[src/rtl/exu_issue_ctrl.sv]
// Execute-stage issue controller: accepts one decoded op at a time, captures
// single-cycle ALU/CSR results, sequences the multi-cycle unit under a watchdog,
// holds the result for the memory stage and halts on ebreak or watchdog expiry.
// Optional build macro: EXU_PERF_CNT_EN adds issue / multi-cycle stall counters.

`ifndef XLEN
`define XLEN 64
`endif

module exu_issue_ctrl #(
    parameter int unsigned XLEN          = `XLEN,
    parameter int unsigned MC_MAX_CYCLES = 64,
    parameter int unsigned CNT_W         = 7
) (
    input  logic            clk,
    input  logic            rst_n,
    input  logic            id_valid,
    output logic            id_ready,
    input  logic            id_multicycle,
    input  logic            id_ebreak,
    input  logic [XLEN-1:0] alu_result,
    input  logic [XLEN-1:0] csr_result,
    input  logic            csr_result_valid,
    output logic            mc_start,
    output logic            mc_kill,
    input  logic            mc_done,
    input  logic [XLEN-1:0] mc_result,
    input  logic            flush,
    output logic            ex_valid,
    input  logic            ex_ready,
    output logic [XLEN-1:0] ex_result,
    output logic [XLEN-1:0] ex_csr_wdata,
    output logic            ex_csr_wen,
`ifdef EXU_PERF_CNT_EN
    output logic [63:0]     perf_issue_cnt,
    output logic [63:0]     perf_mc_stall_cnt,
`endif
    output logic            halt,
    output logic            mc_timeout
);

    typedef enum logic [1:0] {StIdle, StWaitMc, StHold, StHalt} state_e;

    // cnt_q holds the number of WAIT_MC cycles already completed, so the
    // MC_MAX_CYCLES-th cycle after mc_start sees cnt_q == MC_MAX_CYCLES-1.
    localparam logic [CNT_W-1:0] CntLimit = CNT_W'(MC_MAX_CYCLES - 1);
    localparam logic [CNT_W-1:0] CntSat   = '1;

    state_e            state_q, state_d;
    logic [CNT_W-1:0]  cnt_q, cnt_d;
    logic [XLEN-1:0]   result_q, result_d;
    logic [XLEN-1:0]   wdata_q, wdata_d;
    logic              wen_q, wen_d;
    logic              timeout_q, timeout_d;
    logic              accept;
    logic              limit_hit;

    // Handshake and multi-cycle unit control, all combinational.
    always_comb begin
        id_ready = 1'b0;
        unique case (state_q)
            StIdle:  id_ready = !flush;
            StHold:  id_ready = !flush && ex_ready;
            default: id_ready = 1'b0;
        endcase
        accept    = id_valid && id_ready;
        mc_start  = accept && id_multicycle && !id_ebreak;
        limit_hit = (cnt_q >= CntLimit);
        // mc_done in the limit cycle wins over the watchdog; flush always kills.
        mc_kill   = (state_q == StWaitMc) && (flush || (limit_hit && !mc_done));
    end

    // Next-state and held-result update.
    always_comb begin
        state_d   = state_q;
        cnt_d     = cnt_q;
        result_d  = result_q;
        wdata_d   = wdata_q;
        wen_d     = wen_q;
        timeout_d = timeout_q;
        unique case (state_q)
            StIdle, StHold: begin
                if (flush) begin
                    state_d = StIdle;
                    wen_d   = 1'b0;
                end else if (accept) begin
                    if (id_ebreak) begin
                        state_d = StHalt;
                        wen_d   = 1'b0;
                    end else if (id_multicycle) begin
                        state_d = StWaitMc;
                        cnt_d   = '0;
                        wen_d   = 1'b0;
                    end else begin
                        // Back-to-back from HOLD overwrites the old result here.
                        state_d  = StHold;
                        result_d = alu_result;
                        wdata_d  = csr_result;
                        wen_d    = csr_result_valid;
                    end
                end else if ((state_q == StHold) && ex_ready) begin
                    state_d = StIdle;
                    wen_d   = 1'b0;
                end
            end
            StWaitMc: begin
                if (cnt_q != CntSat) begin
                    cnt_d = cnt_q + CNT_W'(1);
                end
                if (flush) begin
                    state_d = StIdle;
                    wen_d   = 1'b0;
                end else if (mc_done) begin
                    state_d  = StHold;
                    result_d = mc_result;
                    wen_d    = 1'b0;
                end else if (limit_hit) begin
                    state_d   = StHalt;
                    timeout_d = 1'b1;
                end
            end
            default: begin
                state_d = StHalt;
            end
        endcase
    end

    // State and result registers with synchronous active-low reset.
    always_ff @(posedge clk) begin
        if (!rst_n) begin
            state_q   <= StIdle;
            cnt_q     <= '0;
            result_q  <= '0;
            wdata_q   <= '0;
            wen_q     <= 1'b0;
            timeout_q <= 1'b0;
        end else begin
            state_q   <= state_d;
            cnt_q     <= cnt_d;
            result_q  <= result_d;
            wdata_q   <= wdata_d;
            wen_q     <= wen_d;
            timeout_q <= timeout_d;
        end
    end

    assign ex_valid     = (state_q == StHold);
    assign halt         = (state_q == StHalt);
    assign ex_result    = result_q;
    assign ex_csr_wdata = wdata_q;
    assign ex_csr_wen   = wen_q;
    assign mc_timeout   = timeout_q;

`ifdef EXU_PERF_CNT_EN
    logic [63:0] issue_cnt_q;
    logic [63:0] stall_cnt_q;

    // Performance counters; both freeze naturally in HALT (no accepts, no WAIT_MC).
    always_ff @(posedge clk) begin
        if (!rst_n) begin
            issue_cnt_q <= '0;
            stall_cnt_q <= '0;
        end else begin
            if (accept) begin
                issue_cnt_q <= issue_cnt_q + 64'd1;
            end
            if (state_q == StWaitMc) begin
                stall_cnt_q <= stall_cnt_q + 64'd1;
            end
        end
    end

    assign perf_issue_cnt    = issue_cnt_q;
    assign perf_mc_stall_cnt = stall_cnt_q;
`endif

endmodule

[config.mk]
export PLATFORM = sky130hd
export DESIGN_NAME = exu_issue_ctrl
export DESIGN_NICKNAME = d
export VERILOG_FILES = /design/src/rtl/exu_issue_ctrl.sv
export SDC_FILE = /design/constraint.sdc
export NUM_CORES = 1
export LEC_CHECK = 0
export CELL_PAD_IN_SITES_DETAIL_PLACEMENT = 1
export CELL_PAD_IN_SITES_GLOBAL_PLACEMENT = 2
export CORE_ASPECT_RATIO = 0.7
export CORE_UTILIZATION = 21
export DETAILED_ROUTE_END_ITERATION = 8
export PLACE_DENSITY_LB_ADDON = 0.12
export SYNTH_ARGS = -nofsm -noshare
export SYNTH_HDL_FRONTEND = slang
export SYNTH_SLANG_ARGS = --single-unit
[constraint.sdc]
create_clock -name clk -period 3.2 [get_ports clk]
set_input_delay 0.8 -clock clk [delete_from_list [all_inputs] [get_ports clk]]
set_output_delay 0.8 -clock clk [all_outputs]
set_load 0.02 [all_outputs]
==> results of run 1 <==
cell type report:
class / count / area share [%]
repair buffers: 356 / 35.45
clock buffers: 25 / 4.781
inverters: 3 / 0.1356
flip-flops and latches: 139 / 27.41
well taps: 364 / 4.486
multi-input cells: 518 / 26.63
clock inverters: 7 / 1.109
sequential cells by signal, summed over array words and instances, names as in the netlist:
| signal | flops |
|---|---|
| ex_csr_wdata | 64 |
| ex_result | 64 |
| cnt_q | 7 |
| state_q | 2 |
| ex_csr_wen | 1 |
| mc_timeout | 1 |
kinds of logic after synthesis:
family / synth area share (%)
compound gates: 19.79
fa+ha+maj: 0.2153
buf+inv: 5.858
flops: 47.90
mux: 0.1723
simple gates: 26.06
how the worst max path moves through the flow:
| stage | startpoint | endpoint | slack [ns] | cells past startpoint |
|---|---|---|---|---|
| after global routing | flush | id_ready | 0.13 | 4 |
| final | flush | id_ready | 0.17 | 4 |
| after floorplan | state_q[0]$_SDFFE_PN0P_ | mc_kill | 0.91 | 4 |
| after global placement | id_multicycle | mc_start | -0.03 | 5 |
| after CTS | cnt_q[0]$_SDFFE_PN0P_ | mc_kill | 0.04 | 6 |
| after detailed placement | id_multicycle | mc_start | 0.007 | 5 |
power by group through the flow:
stage / logic (W) / registers, W / clock network, W
5_1_grt: 0.000800 / 0.00183 / 0.00221
4_1_cts: 0.000754 / 0.00182 / 0.00214
6_report: 0.000740 / 0.00182 / 0.00205
3_5_place_dp: 0.000751 / 0.00186 / 0
2_1_floorplan: 0.000231 / 0.00193 / 0
3_3_place_gp: 0.000750 / 0.00186 / 0
stage by stage:
step / setup WS, ns / TNS [ns]
2_1_floorplan: 0.9051 / 0
3_3_place_gp: -0.02751 / -0.02751
3_5_place_dp: 0.006510 / 0
4_1_cts: 0.04315 / 0
5_1_grt: 0.1316 / 0
6_report: 0.1676 / 0
cells in the final DEF (no fill, tap or decap), types with 2 or more instances in the layout:
| cell | count |
|---|---|
| sky130_fd_sc_hd__a21oi_1 | 70 |
| sky130_fd_sc_hd__a311oi_1 | 45 |
| sky130_fd_sc_hd__a311oi_2 | 20 |
| sky130_fd_sc_hd__buf_12 | 7 |
| sky130_fd_sc_hd__buf_4 | 14 |
| sky130_fd_sc_hd__bufinv_16 | 3 |
| sky130_fd_sc_hd__clkbuf_1 | 5 |
| sky130_fd_sc_hd__clkbuf_16 | 17 |
| sky130_fd_sc_hd__clkbuf_8 | 3 |
| sky130_fd_sc_hd__clkdlybuf4s50_1 | 333 |
| sky130_fd_sc_hd__clkinv_2 | 3 |
| sky130_fd_sc_hd__dfxtp_1 | 139 |
| sky130_fd_sc_hd__inv_1 | 2 |
| sky130_fd_sc_hd__nand2_1 | 264 |
| sky130_fd_sc_hd__nand2b_1 | 4 |
| sky130_fd_sc_hd__nand3_1 | 7 |
| sky130_fd_sc_hd__nand4_1 | 2 |
| sky130_fd_sc_hd__nor2_1 | 9 |
| sky130_fd_sc_hd__nor2b_1 | 3 |
| sky130_fd_sc_hd__nor3_1 | 68 |
| sky130_fd_sc_hd__o21ai_0 | 5 |
worst register-to-register path, cell delays in order, from the launching register on:
cell                      delay, ns
sky130_fd_sc_hd__dfxtp_1       0.53
sky130_fd_sc_hd__nor2b_4       0.22
sky130_fd_sc_hd__buf_4         0.64
sky130_fd_sc_hd__o21ai_1       0.27
sky130_fd_sc_hd__nand2_1       0.24
sky130_fd_sc_hd__mux2i_1       0.19
layer usage:
metal | track usage [%] | wire [um] | vias up
met4 | 4.580 | 220 | 0
met2 | 28.13 | 11260 | 175
met1 | 21.66 | 11230 | 2958
met3 | 6.912 | 1954 | 14
li1 | - | - | 3124
met5 | 0 | 0 | -
timing repair:
item	CTS	global route
endpoints found under the hold margin	0	0
endpoints found under the setup margin	1	1
gates resized for setup	1	1
==> qor.tcl, run 1 <==
set qor(timing.critical_path.from_type) {input pin}
set qor(clkSinkCount) 139
set qor(chipWidth_um) 200.8
set qor(numCtsBuffers) 17
set qor(die_area_mm2) 0.02834
set qor(synth_common_cells) {sky130_fd_sc_hd__nand2_1, sky130_fd_sc_hd__dfxtp_1, sky130_fd_sc_hd__a21oi_1}
set qor(initialDrtViolationCount) 249
set qor(place.port_buffers) 335
set qor(total_instance_count_after_detailed_placement) 1380
set qor(ys_ff_latch) 139
set qor(cp_num_buf_inv) 3
set qor(initial_utilization_pct) 21.55
set qor(cts-htree-levels) 4
set qor(finalWeightedCongestion) 0.7346
set qor(crit_required_ns) 2.40
set qor(synth_warnings) 0
set qor(antennaDiodeCount) 0
set qor(timing_max_transition_violations_final) 0
set qor(share_of_synthesized_area_occupied_by_flip_flops_and_latches_pct) 47.90
set qor(synth_top_area_share_pct) 47.90
set qor(total_power_w) 0.004616
set qor(worst_setup_hold_path_clk_slew_ns) 0.06
set qor(min_period_over_period_pct) 94.76
set qor(crit_type) {input pin to primary output}
set qor(postSynth.asyncResetShare_pct) 0
set qor(die_y_um) 141.2
set qor(global_route.overflow_total) 0
set qor(hold-path-cell-count) 2
set qor(design.core.area_mm2) 0.02696
set qor(synth.net_count) 929
set qor(route.vias.total) 6271
set qor(r2r_start) {state_q[0]$_SDFFE_PN0P_}
set qor(antenna_violating_nets_post_route) 0
set qor(grt_start_max_net_pins) 78
set qor(layoutNonFillerInstCount) 1412
set qor(worstSetupEndpointType) {primary output}
set qor(post_route_cell_area_mm2) 0.01015
set qor(drt-wirelength-per-cell_um) 17.47
set qor(finalCriticalPeriod_ns) 3.032
set qor(crit_path_cell_trace) {clkdlybuf4s50_1 -> buf_4 -> nor3_1 -> clkdlybuf4s50_1}
set qor(slowest_stage_cell_cp) {sky130_fd_sc_hd__clkdlybuf4s50_1}
set qor(final-hold-violation-count) 0
set qor(pwr_density_cell_mw_per_mm2) 454.6
set qor(worstMarginPinSlew_ns) 0.8261
set qor(placement_rows) 50
set qor(yosys.cell_types.count) 38
set qor(area_delta_synth_final_pct) 74.78
set qor(routed_wire_length_um) 24660
set qor(power_frac_clock_pct) 44.5
set qor(clock-skew-final_ns) 0.009264
set qor(timing.reg2reg.setup_slack_ns) 1.04
set qor(dominant_cell_by_count_in_the_synthesized_netlist) {sky130_fd_sc_hd__nand2_1}
set qor(layout-drive-gt1-share_pct) 7.156
set qor(ys.flop_type) {sky130_fd_sc_hd__dfxtp_1}
set qor(pin_count) 336
set qor(final_nets) 1237
set qor(critical_path_peak_fanout) 8
set qor(rsz0062_at_grt) {no}
set qor(combinationalPowerShare_pct) 16.0
set qor(worst_r2r_endpoint) {cnt_q[1]$_SDFFE_PN0P_}
set qor(grt_antenna_before_repair) 0
set qor(hpwl_um) 16900
set qor(multi_input_area_mm2) 0.002704
set qor(maxClockFrequency_mhz) 329.8
set qor(sequential_cell_area_mm2) 0.002783
set qor(whs_endpoint) {mc_timeout$_SDFFE_PN0P_}
set qor(cp_data_arrival_time_ns) 2.23
set qor(root_buffer) {sky130_fd_sc_hd__clkbuf_16}
set qor(result_of_the_run) {complete, no violations}
set qor(min_from) {mc_timeout$_SDFFE_PN0P_}
set qor(power.ir.vdd_worst_mv) 0.3537
set qor(clock_insertion_delay_worst_skew_ns) 0.42
set qor(vias_in_the_first_global_route) 6501
set qor(grt.total_usage_pct) 17.46
set qor(cts_hold_buf) 0
set qor(seq_power_share_pct) 39.5
set qor(power.share.switching_pct) 24.37
set qor(synth_enable_flop_cells) 0
set qor(max_cap_viol_count) 0
set qor(drt_drc_violations_left) 0
set qor(synth_area_leaders) {sky130_fd_sc_hd__dfxtp_1, sky130_fd_sc_hd__nand2_1, sky130_fd_sc_hd__a311oi_1, sky130_fd_sc_hd__a21oi_1, sky130_fd_sc_hd__nor3_1}
set qor(timing.max_slew.rel_slack_pct) 44.93
set qor(finalCoreUtilization_pct) 37.66
set qor(cell_area_after_synthesis_mm2) 0.005809
set qor(post-cts-setup-buffers) 0
set qor(syn_avg_cell_area_um2) 7.991
set qor(crit_path_frequent_cell) {sky130_fd_sc_hd__clkdlybuf4s50_1}
set qor(net-switching-power_w) 0.001125
set qor(worst_reg_to_reg_path_cell_count) 5
set qor(setup-violations-final) 0
set qor(timing.critical_path.slowest_cell_delay_ns) 0.64
set qor(final_hold_slack_ns) 0.4499
set qor(synth_largest_area_cell) {sky130_fd_sc_hd__dfxtp_1}
set qor(tritoncts_clock_tree) {yes}
set qor(maximum_buffer_depth_of_the_clock_tree) 2
set qor(global_route_wire_length_before_repair_um) 38220
set qor(total_leakage_power_nw) 3.497
set qor(fillCellCount) 3132
set qor(syn-instance-count) 727
set qor(internal_power_w) 0.003491
set qor(post_dp_cell_area_mm2) 0.009554
set qor(hold_path_class) {flip-flop to flip-flop}
set qor(cp_top_family) {buffers and inverters}
set qor(detailedRoute.firstPassIterationCount) 4
set qor(route.detailed.vias_per_inst) 4.441
Power figures use the tool's default switching activity.
==> run 2, diff against run 1 <==
--- a/config.mk
+++ b/config.mk
@@ -10,6 +10,7 @@
 export CORE_ASPECT_RATIO = 0.7
 export CORE_UTILIZATION = 21
 export DETAILED_ROUTE_END_ITERATION = 8
+export GPL_ROUTABILITY_DRIVEN = 0
 export PLACE_DENSITY_LB_ADDON = 0.12
 export SYNTH_ARGS = -nofsm -noshare
 export SYNTH_HDL_FRONTEND = slang
==> results of run 2 <==
No change in the layout: final DEF, timing and power equal those of run 1.
